--- src/rtl/ov7670_pkg.sv ---
// rtl/ov7670_pkg.sv - shared FSM state type and default frame geometry for the OV7670 capture block
package ov7670_pkg;

    typedef enum logic [1:0] {
        IDLE,
        SYNC,
        FRAME,
        LINE
    } state_t;

    localparam int DEF_WIDTH  = 640;
    localparam int DEF_HEIGHT = 480;
    localparam int DEF_BPP    = 2;

endpackage

--- src/rtl/pixel_packer.sv ---
// rtl/pixel_packer.sv - assembles BYTES_PER_PIXEL camera bytes into one pixel word with optional byte swap
module pixel_packer #(
    parameter int DIN_W           = 8,
    parameter int BYTES_PER_PIXEL = 2,
    parameter int BYTE_SWAP       = 0
) (
    input  logic                               clk,
    input  logic                               rst_n,
    input  logic [DIN_W-1:0]                   din,
    input  logic                               en,
    output logic [DIN_W*BYTES_PER_PIXEL-1:0]   dout,
    output logic                               dout_valid,
    output logic                               done,
    output logic                               partial
);

    localparam int OUT_W = DIN_W * BYTES_PER_PIXEL;

    logic [OUT_W-1:0] sr;
    logic [OUT_W-1:0] full;
    logic [OUT_W-1:0] ordered;
    logic [1:0]       cnt;

    assign done    = en && (cnt == 2'(BYTES_PER_PIXEL - 1));
    assign partial = (cnt != 2'd0);

    // Stale high bytes of sr fall off the top as new bytes shift in.
    always_comb begin
        full    = (sr << DIN_W) | OUT_W'(din);
        ordered = full;
        if (BYTE_SWAP != 0) begin
            for (int i = 0; i < BYTES_PER_PIXEL; i++) begin
                ordered[i*DIN_W +: DIN_W] = full[(BYTES_PER_PIXEL-1-i)*DIN_W +: DIN_W];
            end
        end
    end

    always_ff @(posedge clk or negedge rst_n) begin
        if (!rst_n) begin
            sr         <= '0;
            cnt        <= 2'd0;
            dout       <= '0;
            dout_valid <= 1'b0;
        end else begin
            dout_valid <= 1'b0;
            if (!en) begin
                cnt <= 2'd0;
            end else if (done) begin
                dout       <= ordered;
                dout_valid <= 1'b1;
                cnt        <= 2'd0;
            end else begin
                sr  <= full;
                cnt <= cnt + 2'd1;
            end
        end
    end

endmodule

--- src/rtl/ov7670_capture.sv ---
// rtl/ov7670_capture.sv - OV7670 capture front end: input registers, frame FSM, coordinates and geometry checks
module ov7670_capture
    import ov7670_pkg::*;
#(
    parameter int DIN_W           = 8,
    parameter int BYTES_PER_PIXEL = DEF_BPP,
    parameter int BYTE_SWAP       = 0,
    parameter int X_W             = 10,
    parameter int Y_W             = 9,
    parameter int EXP_WIDTH       = DEF_WIDTH,
    parameter int EXP_HEIGHT      = DEF_HEIGHT
) (
    input  logic                               pclk,
    input  logic                               reset_n,
    input  logic [DIN_W-1:0]                   din,
    input  logic                               vsync,
    input  logic                               href,
    input  logic                               capture_en,
    input  logic                               single_shot,
    output logic [DIN_W*BYTES_PER_PIXEL-1:0]   dout,
    output logic                               dout_valid,
    output logic [X_W-1:0]                     pix_x,
    output logic [Y_W-1:0]                     pix_y,
    output logic                               sof,
    output logic                               eol,
    output logic                               eof,
    output logic                               busy,
    output logic                               frame_err,
    output logic [15:0]                        frame_count
);

    logic [DIN_W-1:0] din_q;
    logic             href_q, vsync_q, vsync_prev;
    state_t           state;
    logic [X_W-1:0]   x_cnt;
    logic [Y_W-1:0]   y_cnt, y_after;
    logic             first_pix, shot_done;
    logic             capturing, pack_en, pix_done, partial;
    logic             line_end, frame_end, abort, err_any;

    assign capturing = (state == FRAME) || (state == LINE);
    assign pack_en   = capturing && href_q;

    pixel_packer #(
        .DIN_W          (DIN_W),
        .BYTES_PER_PIXEL(BYTES_PER_PIXEL),
        .BYTE_SWAP      (BYTE_SWAP)
    ) u_packer (
        .clk       (pclk),
        .rst_n     (reset_n),
        .din       (din_q),
        .en        (pack_en),
        .dout      (dout),
        .dout_valid(dout_valid),
        .done      (pix_done),
        .partial   (partial)
    );

    // A vsync rise while href is still high aborts the line; a pixel completing in that cycle still counts.
    always_comb begin
        line_end  = (state == LINE) && !href_q;
        frame_end = capturing && vsync_q;
        abort     = (state == LINE) && href_q && vsync_q;
        y_after   = y_cnt;
        if (line_end && !(&y_cnt)) y_after = y_cnt + 1'b1;
        err_any = 1'b0;
        if (line_end && (partial || (x_cnt != X_W'(EXP_WIDTH)) || (&y_cnt))) err_any = 1'b1;
        if (pix_done && (&x_cnt)) err_any = 1'b1;
        if (frame_end && (abort || (y_after != Y_W'(EXP_HEIGHT)))) err_any = 1'b1;
    end

    always_ff @(posedge pclk or negedge reset_n) begin
        if (!reset_n) begin
            din_q       <= '0;
            href_q      <= 1'b0;
            vsync_q     <= 1'b0;
            vsync_prev  <= 1'b0;
            state       <= IDLE;
            x_cnt       <= '0;
            y_cnt       <= '0;
            first_pix   <= 1'b0;
            shot_done   <= 1'b0;
            pix_x       <= '0;
            pix_y       <= '0;
            sof         <= 1'b0;
            eol         <= 1'b0;
            eof         <= 1'b0;
            busy        <= 1'b0;
            frame_err   <= 1'b0;
            frame_count <= 16'd0;
        end else begin
            din_q      <= din;
            href_q     <= href;
            vsync_q    <= vsync;
            vsync_prev <= vsync_q;
            sof        <= 1'b0;
            eol        <= 1'b0;
            eof        <= 1'b0;
            if (!capture_en) shot_done <= 1'b0;
            if (pix_done) begin
                pix_x     <= x_cnt;
                pix_y     <= y_cnt;
                sof       <= first_pix;
                first_pix <= 1'b0;
                if (!(&x_cnt)) x_cnt <= x_cnt + 1'b1;
            end
            if (err_any) frame_err <= 1'b1;
            case (state)
                IDLE:  if (capture_en && !shot_done) state <= SYNC;
                SYNC: begin
                    if (!capture_en) begin
                        state <= IDLE;
                    end else if (vsync_prev && !vsync_q) begin
                        state     <= FRAME;
                        busy      <= 1'b1;
                        frame_err <= 1'b0;
                        first_pix <= 1'b1;
                        x_cnt     <= '0;
                        y_cnt     <= '0;
                    end
                end
                FRAME: if (href_q) state <= LINE;
                LINE: begin
                    if (line_end) begin
                        eol   <= 1'b1;
                        x_cnt <= '0;
                        y_cnt <= y_after;
                        state <= FRAME;
                    end
                end
                default: state <= IDLE;
            endcase
            if (frame_end) begin
                eof         <= 1'b1;
                busy        <= 1'b0;
                frame_count <= frame_count + 16'd1;
                x_cnt       <= '0;
                y_cnt       <= '0;
                if (single_shot) shot_done <= 1'b1;
                state <= (capture_en && !single_shot) ? SYNC : IDLE;
            end
        end
    end

endmodule

--- config.mk ---
export PLATFORM = sky130hd
export DESIGN_NAME = ov7670_capture
export DESIGN_NICKNAME = d
export VERILOG_FILES = /design/src/rtl/ov7670_pkg.sv /design/src/rtl/pixel_packer.sv /design/src/rtl/ov7670_capture.sv
export SDC_FILE = /design/constraint.sdc
export NUM_CORES = 1
export LEC_CHECK = 0
export CORE_UTILIZATION = 59
export CTS_BUF_LIST = sky130_fd_sc_hd__clkbuf_8
export DETAILED_ROUTE_END_ITERATION = 7
export PLACE_DENSITY = 0.95
export REMOVE_ABC_BUFFERS = 1
export SKIP_LAST_GASP = 1
export SYNTH_ARGS = -nofsm -noshare
export SYNTH_HDL_FRONTEND = slang
export SYNTH_SLANG_ARGS = --single-unit
--- constraint.sdc ---
create_clock -name pclk -period 6.2 [get_ports pclk]
set_input_delay 1.86 -clock pclk [delete_from_list [all_inputs] [get_ports pclk]]
set_output_delay 1.86 -clock pclk [all_outputs]
set_load 0.05 [all_outputs]
==> summary.txt, run 1 <==
Drt
  • Metal3 WL: 434 µm
  • Routed Antenna Nets: 0
  • M1 wire length: 3.66 mm
  • DR pass1 iterations: 5
  • Vias per std cell: approximately 5.5
  • Drt drc: 0
  • Initial drt markers: ~250
  • Wire per inst: 14.8 µm
  • Total Routed Length: 8.56 mm
  • Top layer in use: met4
  • Met2 routed WL: roughly 4.3 mm
  • DR vias: 3174

Setup path
  • CP top delay family: buffers and inverters
  • CP required: 4.34 ns
  • Critical Path AT: 1.72 ns
  • Delay of the slowest critical-path stage: between 0.8 and 0.9 ns
  • Crit Path Max Fanout: 7
  • Kind of critical path: reg -> out
  • Worst r2r path cells: 9
  • Crit path launch: frame_count[3]
  • Reg2reg start: y_cnt[0]
  • Critical path depth in cells: 1
  • Bufs and invs on worst path: 1
  • Critical path's slowest cell: clkdlybuf4s50_1
  • CP cell instances: clkdlybuf4s50_1
  • Startpoint types: flop
  • Critical Path End Type: primary output

Floorplanning
  • Die H: 86.4 µm
  • Die X: 86.4 µm
  • Core box area: 6830 µm²
  • Row cnt: 30
  • I/O pin count: 71
  • Die Area: 7460 µm²
  • Starting Density: 0.615

Finish
  • Non-Filler Instances: between 500 and 600
  • Syn-to-layout area delta: 23.1%
  • Layout cells sized above 1: 0.0726
  • Register Area: 2530 µm²
  • Final net count: just under 500
  • ANT cells: 0
  • Multi-input gate area: between 1500 and 2000 µm²
  • Filler cell count: 464

Synth
  • #FFs+latches synth: 101
  • Number of flops mapped to enable cells by yosys: 0
  • Cell variety after synth: 53
  • Synth Area per Inst: a little over 10 µm²
  • Post-Synthesis Cells: 408
  • Yosys warns: 0
  • Synthesized cell area: 4200 µm²
  • Post-synthesis sequential area ratio: 0.602
  • Asr flop ratio synth: 1.00
  • Top FF cell, synth: dfrtp_1

Timing
  • Final slew viol count: 0
  • Unrepaired setup endpoints after global routing: false
  • Setup-failing EPs final: 0
  • Worst slew pin tran: 1.01 ns
  • Final Skew: approximately 0.013 ns
  • Highest Clock Rate: 279 MHz
  • Period minus WS final: about 3.6 ns
  • Hold Fails Final Rpt: 0
  • Slew HR: 0.324
  • Setup TNS: 0 ns
  • Final Cycle Share: 0.578

Clock tree
  • Hold buffers post-CTS: 0
  • CTS Buffer Depth: 2
  • Clock buffer count from CTS: 9
  • H-tree Lvls: 3
  • Clock Sinks: 101
  • TritonCTS clock tree: built
  • Register clock-pin slew on the reported worst setup and hold paths: 0.09 ns
  • Worst-skew pair later-pin latency: 0.36 ns
  • Post-CTS sizing: 0
  • Setup bufs post-CTS: 0
  • Root Driver: clkbuf_8

Run status
  • Status: complete, no violations

Global route
  • Gr usage total: 0.253
  • Global route overflow: 0
  • First-pass GRT wire length: 14.4 mm
  • Initial antenna violation count: 0
  • Largest net degree at the start of global routing: 53
  • Vias in the first global route: 3083

Placed design
  • DP HPWL: between 5 and 6 mm
  • Final Wtd Congestion: 0.868
  • Cells after DPL: 562
  • # port buffers: 70

Power and ir drop
  • Static Leak: 0.00246 µW
  • PwrDens: 297 nW/µm²
  • Pwr Total: roughly 1500 µW
  • Worst VDD drop: 197 µV

Min path
  • Hold Path Cell Cnt: 1
  • Hold path start: shot_done
  • Worst hold path type: reg -> reg

Run
  • Max capacitance violation total: 0
-- per-stage QoR --
step           instance area, µm²  setup WS [ns]  hold slack [ns]  utilization
2_1_floorplan                4140           3.27            0.426            -
3_3_place_gp                 4970           2.50            0.443        0.728
3_5_place_dp                 4970           2.41            0.456        0.728
4_1_cts                      5170           2.60            0.462        0.757
5_1_grt                      5170           2.57            0.489        0.757
6_report                     5170           2.62            0.468        0.757
-- cells in the mapped netlist (all sizes together) (6+ instances only) --
| cell | count | area (µm²) |
|---|---|---|
| xnor2 | 12 | 105 |
| nand3 | 17 | 85.1 |
| o21ai | 15 | 75.1 |
| nor2 | 22 | 92.6 |
| inv | 8 | 30.0 |
| xor2 | 11 | 96.3 |
| dfrtp | 101 | 2530 |
| clkbuf | 8 | 30.0 |
| mux2 | 8 | 90.1 |
| buf | 6 | 30.0 |
| nand2 | 133 | 509 |
-- path summary, 6_finish.rpt --
path,slack [ns],end
setup / recovery,2.62,frame_count[3]
hold / removal,0.47,state[0]
setup reg to reg,3.50,frame_err
hold reg to reg,0.47,state[0]
max in group asynchronous,3.65,frame_err
min in group asynchronous,1.50,pix_y[2]
-- layer usage --
layer,up-vias,global-route usage
met2,112,0.425
li1,1502,-
met5,-,0
met1,1545,0.326
met4,0,0.0924
met3,15,0.0543
-- cells by family (layout without fill, tap and decap cells) --
family	Yosys count	after routing	synth area share
compound gates	41	41	0.0668
simple gates	205	205	0.221
xor+xnor	23	23	0.0480
fa+ha+maj	5	5	0.0149
flops	101	101	0.602
mux	9	9	0.0238
buf+inv	24	98	0.0235
-- power breakdown --
part           switching [µW]  internal [µW]  leakage, µW
Clock                     230            188    0.0000937
Combinational             201            117      0.00102
Sequential               64.9            733      0.00134
Total                     496           1040      0.00246
-- final cells by class --
cell class	instances	area share
sequential	101	0.489
multi-input combinational	283	0.304
timing repair buffer	72	0.138
clock buffer	9	0.0240
tap	96	0.0232
clock inverter	7	0.0143
inverter	10	0.00750
-- flip-flops by register name, summed over array words and instances (netlist names), 2 cells and up --
name           flops
u_packer.cnt       2
u_packer.sr        8
pix_x             10
x_cnt             10
state              2
pix_y              9
y_cnt              9
din_q              8
frame_count       16
u_packer.dout     16
-- placed cells by master, fill, tap and decap left out, drive strengths merged, types with 3 or more instances in the layout --
cell type / count
a31oi: 4
o21ai: 15
buf: 3
nand3: 17
nand2: 133
dfrtp: 101
xor2: 11
clkbuf: 9
and3: 5
inv: 11
xnor2: 12
a21oi: 5
nor2: 22
and2: 3
mux2: 8
nor3: 5
clkinvlp: 3
nand4: 5
nor4: 4
clkdlybuf4s50: 69
ha: 5
Power figures use the tool's default switching activity.
==> run 2: changes to the inputs <==
--- a/config.mk
+++ b/config.mk
@@ -5,10 +5,10 @@
 export SDC_FILE = /design/constraint.sdc
 export NUM_CORES = 1
 export LEC_CHECK = 0
-export CORE_UTILIZATION = 59
+export CORE_UTILIZATION = 49
 export CTS_BUF_LIST = sky130_fd_sc_hd__clkbuf_8
 export DETAILED_ROUTE_END_ITERATION = 7
-export PLACE_DENSITY = 0.95
+export PLACE_DENSITY = 0.87
 export REMOVE_ABC_BUFFERS = 1
 export SKIP_LAST_GASP = 1
 export SYNTH_ARGS = -nofsm -noshare
==> constraint.sdc (replaced) <==
create_clock -name pclk -period 3.1 [get_ports pclk]
set_input_delay 0.93 -clock pclk [delete_from_list [all_inputs] [get_ports pclk]]
set_output_delay 0.93 -clock pclk [all_outputs]
set_load 0.05 [all_outputs]
==> run 2 against run 1 <==
  * Register-to-register slack worse by 2.9 ns
  * Via count is 2.2% lower
  * Hold slack worse by 0.011 ns
  * Sequential share of layout area is 0.26 points lower
  * Flip-flop and latch count stayed put
  * Design area is 0.53% higher
==> summary.txt, run 2 (same netlist as run 1, synthesis figures left out) <==
Run status
  • Status: complete, no violations (unchanged)

Timing
  • Final Skew: 0.00981 ns (was 0.0127 ns)
  • Highest Clock Rate: between 300 and 400 MHz
  • Hold Fails Final Rpt: 0 (unchanged)
  • Slew HR: 0.460 (was 0.324)
  • Final Cycle Share: 0.864
  • Unrepaired setup endpoints after global routing: false (unchanged)
  • Final slew viol count: 0 (unchanged)
  • Worst slew pin tran: 0.810 ns (was 1.01 ns)
  • Setup TNS: 0 ns (unchanged)
  • Setup-failing EPs final: 0 (unchanged)
  • Period minus WS final: between 2 and 3 ns

Setup path
  • Worst reg2reg path endpoint: frame_err (unchanged)
  • CP required: 2.17 ns (was 4.34 ns)
  • Critical Path End Type: primary output (unchanged)
  • Crit Path Max Fanout: 7 (unchanged)
  • Reg2reg start: y_cnt[0] (unchanged)
  • Bufs and invs on worst path: 1 (unchanged)
  • Reg2Reg Setup Slack: 0.59 ns (was 3.50 ns)
  • Kind of critical path: reg -> out (unchanged)
  • Startpoint types: flop (unchanged)
  • Delay of the slowest critical-path stage: 0.86 ns (about the same)
  • Critical path's slowest cell: clkdlybuf4s50_1 (unchanged)
  • Worst r2r path cells: 9 (unchanged)
  • CP top delay family: buffers and inverters (unchanged)
  • Critical Path AT: 1.75 ns (was 1.72 ns)
  • CP cell instances: clkdlybuf4s50_1 (unchanged)

Clock tree
  • Worst-skew pair later-pin latency: 0.37 ns (was 0.36 ns)
  • H-tree Lvls: 3 (unchanged)
  • Post-CTS sizing: 0 (unchanged)
  • Setup bufs post-CTS: 0 (unchanged)
  • Clock buffer count from CTS: 9 (unchanged)
  • Hold buffers post-CTS: 0 (unchanged)
  • Register clock-pin slew on the reported worst setup and hold paths: 0.10 ns (was 0.09 ns)
  • Root Driver: clkbuf_8 (unchanged)
  • Clock Sinks: 101 (unchanged)
  • CTS Buffer Depth: 2 (unchanged)
  • TritonCTS clock tree: built (unchanged)

Min path
  • Worst Hold Path EP: u_packer.cnt[0] (was state[0])
  • Worst hold path type: reg -> reg (unchanged)
  • Hold Path Cell Cnt: 1 (unchanged)
  • Hold path start: u_packer.cnt[0] (was shot_done)

Floorplanning
  • Starting Density: 0.508 (was 0.615)
  • I/O pin count: 71 (unchanged)
  • Die H: 94.6 µm (was 86.4 µm)
  • Die X: 94.6 µm (was 86.4 µm)
  • Die Area: 8940 µm² (was 7460 µm²)
  • Core box area: 8260 µm² (was 6830 µm²)
  • Row cnt: 33 (was 30)

Power and ir drop
  • Worst VDD drop: 347 µV (was 197 µV)
  • Static Leak: 0.00248 µW (was 0.00246 µW)
  • PwrDens: 583 nW/µm² (was 297 nW/µm²)

Global route
  • Gr usage total: 0.207 (was 0.253)
  • Largest net degree at the start of global routing: 67 (was 53)
  • Initial antenna violation count: 0 (unchanged)
  • Vias in the first global route: 3094 (was 3083)
  • Global route overflow: 0 (unchanged)
  • First-pass GRT wire length: 14.3 mm (was 14.4 mm)

Drt
  • Wire per inst: 14.1 µm (was 14.8 µm)
  • DR vias: 3105 (was 3174)
  • Vias per std cell: 5.26 (was 5.49)
  • Initial drt markers: 174 (was 251)
  • Routed Antenna Nets: 0 (unchanged)
  • DR pass1 iterations: 4 (was 5)
  • Total Routed Length: 8.30 mm (was 8.56 mm)
  • Drt drc: 0 (unchanged)

Finish
  • Non-Filler Instances: 590 (was 578)
  • Layout cells sized above 1: 0.0825 (was 0.0726)
  • Most frequent cells in the layout: nand2_1 (131), dfrtp_1 (101), clkdlybuf4s50_1 (69) (unchanged)
  • Syn-to-layout area delta: 23.8% (was 23.1%)
  • Most common cell after layout, fill and taps aside: nand2_1 (unchanged)
  • Final net count: 499 (was 496)
  • ANT cells: 0 (unchanged)
  • Largest registers: frame_count x16, u_packer.dout x16 (unchanged)

Placed design
  • Final Wtd Congestion: 0.867 (was 0.868)
  • Cells after DPL: 574 (was 562)
  • # port buffers: 70 (unchanged)
  • DP HPWL: 5.85 mm (about the same)

Run
  • Max capacitance violation total: 0 (unchanged)
run 2: where the power goes:
part	switching (µW)	leakage, µW	internal, µW
logic	400	0.00104	238
clock network	487	0.0000984	312
registers	128	0.00134	1470
run 2: how the worst max path moves through the flow:
stage	from	end	depth (start not counted)
2_1_floorplan	u_packer.cnt[0]	sof	4
3_3_place_gp	capture_en	y_cnt[5]	7
3_5_place_dp	capture_en	y_cnt[5]	7
4_1_cts	frame_count[3]	frame_count[3]	1
5_1_grt	y_cnt[0]	frame_err	9
6_report	frame_count[3]	frame_count[3]	1
run 2: worst reg2reg max path: cells and delay by family, from the launching register on:
family,cells,cell delay (ns)
compound gates,4,0.80
fa+ha+maj,2,0.69
flops,1,0.48
simple gates,3,0.45
run 2: per-stage QoR:
stage	hold slack [ns]	worst slack [ns]	total power, µW	utilization	cell area (µm²)
3_3_place_gp	0.443	0.634	2240	0.607	5010
6_report	0.457	0.422	3030	0.629	5200
5_1_grt	0.497	0.362	3160	0.629	5200
3_5_place_dp	0.447	0.563	2260	0.607	5010
4_1_cts	0.460	0.410	3070	0.629	5200
2_1_floorplan	0.426	0.485	2000	-	4140
run 2: metal layers:
metal | track usage | wire length (µm) | vias to the layer above
met3 | 0.0435 | 373 | 12
met2 | 0.341 | 4120 | 81
met1 | 0.273 | 3690 | 1517
li1 | - | - | 1495
met5 | 0 | 0 | -
met4 | 0.0707 | 121 | 0
run 2: cell type report:
class                   count  area [µm²]
well taps                 105         131
fillers                   694        3060
inverters                  10        38.8
clock buffers               9         124
flip-flops and latches    101        2530
repair buffers             75         736
clock inverters             7        62.6
multi-input cells         283        1580
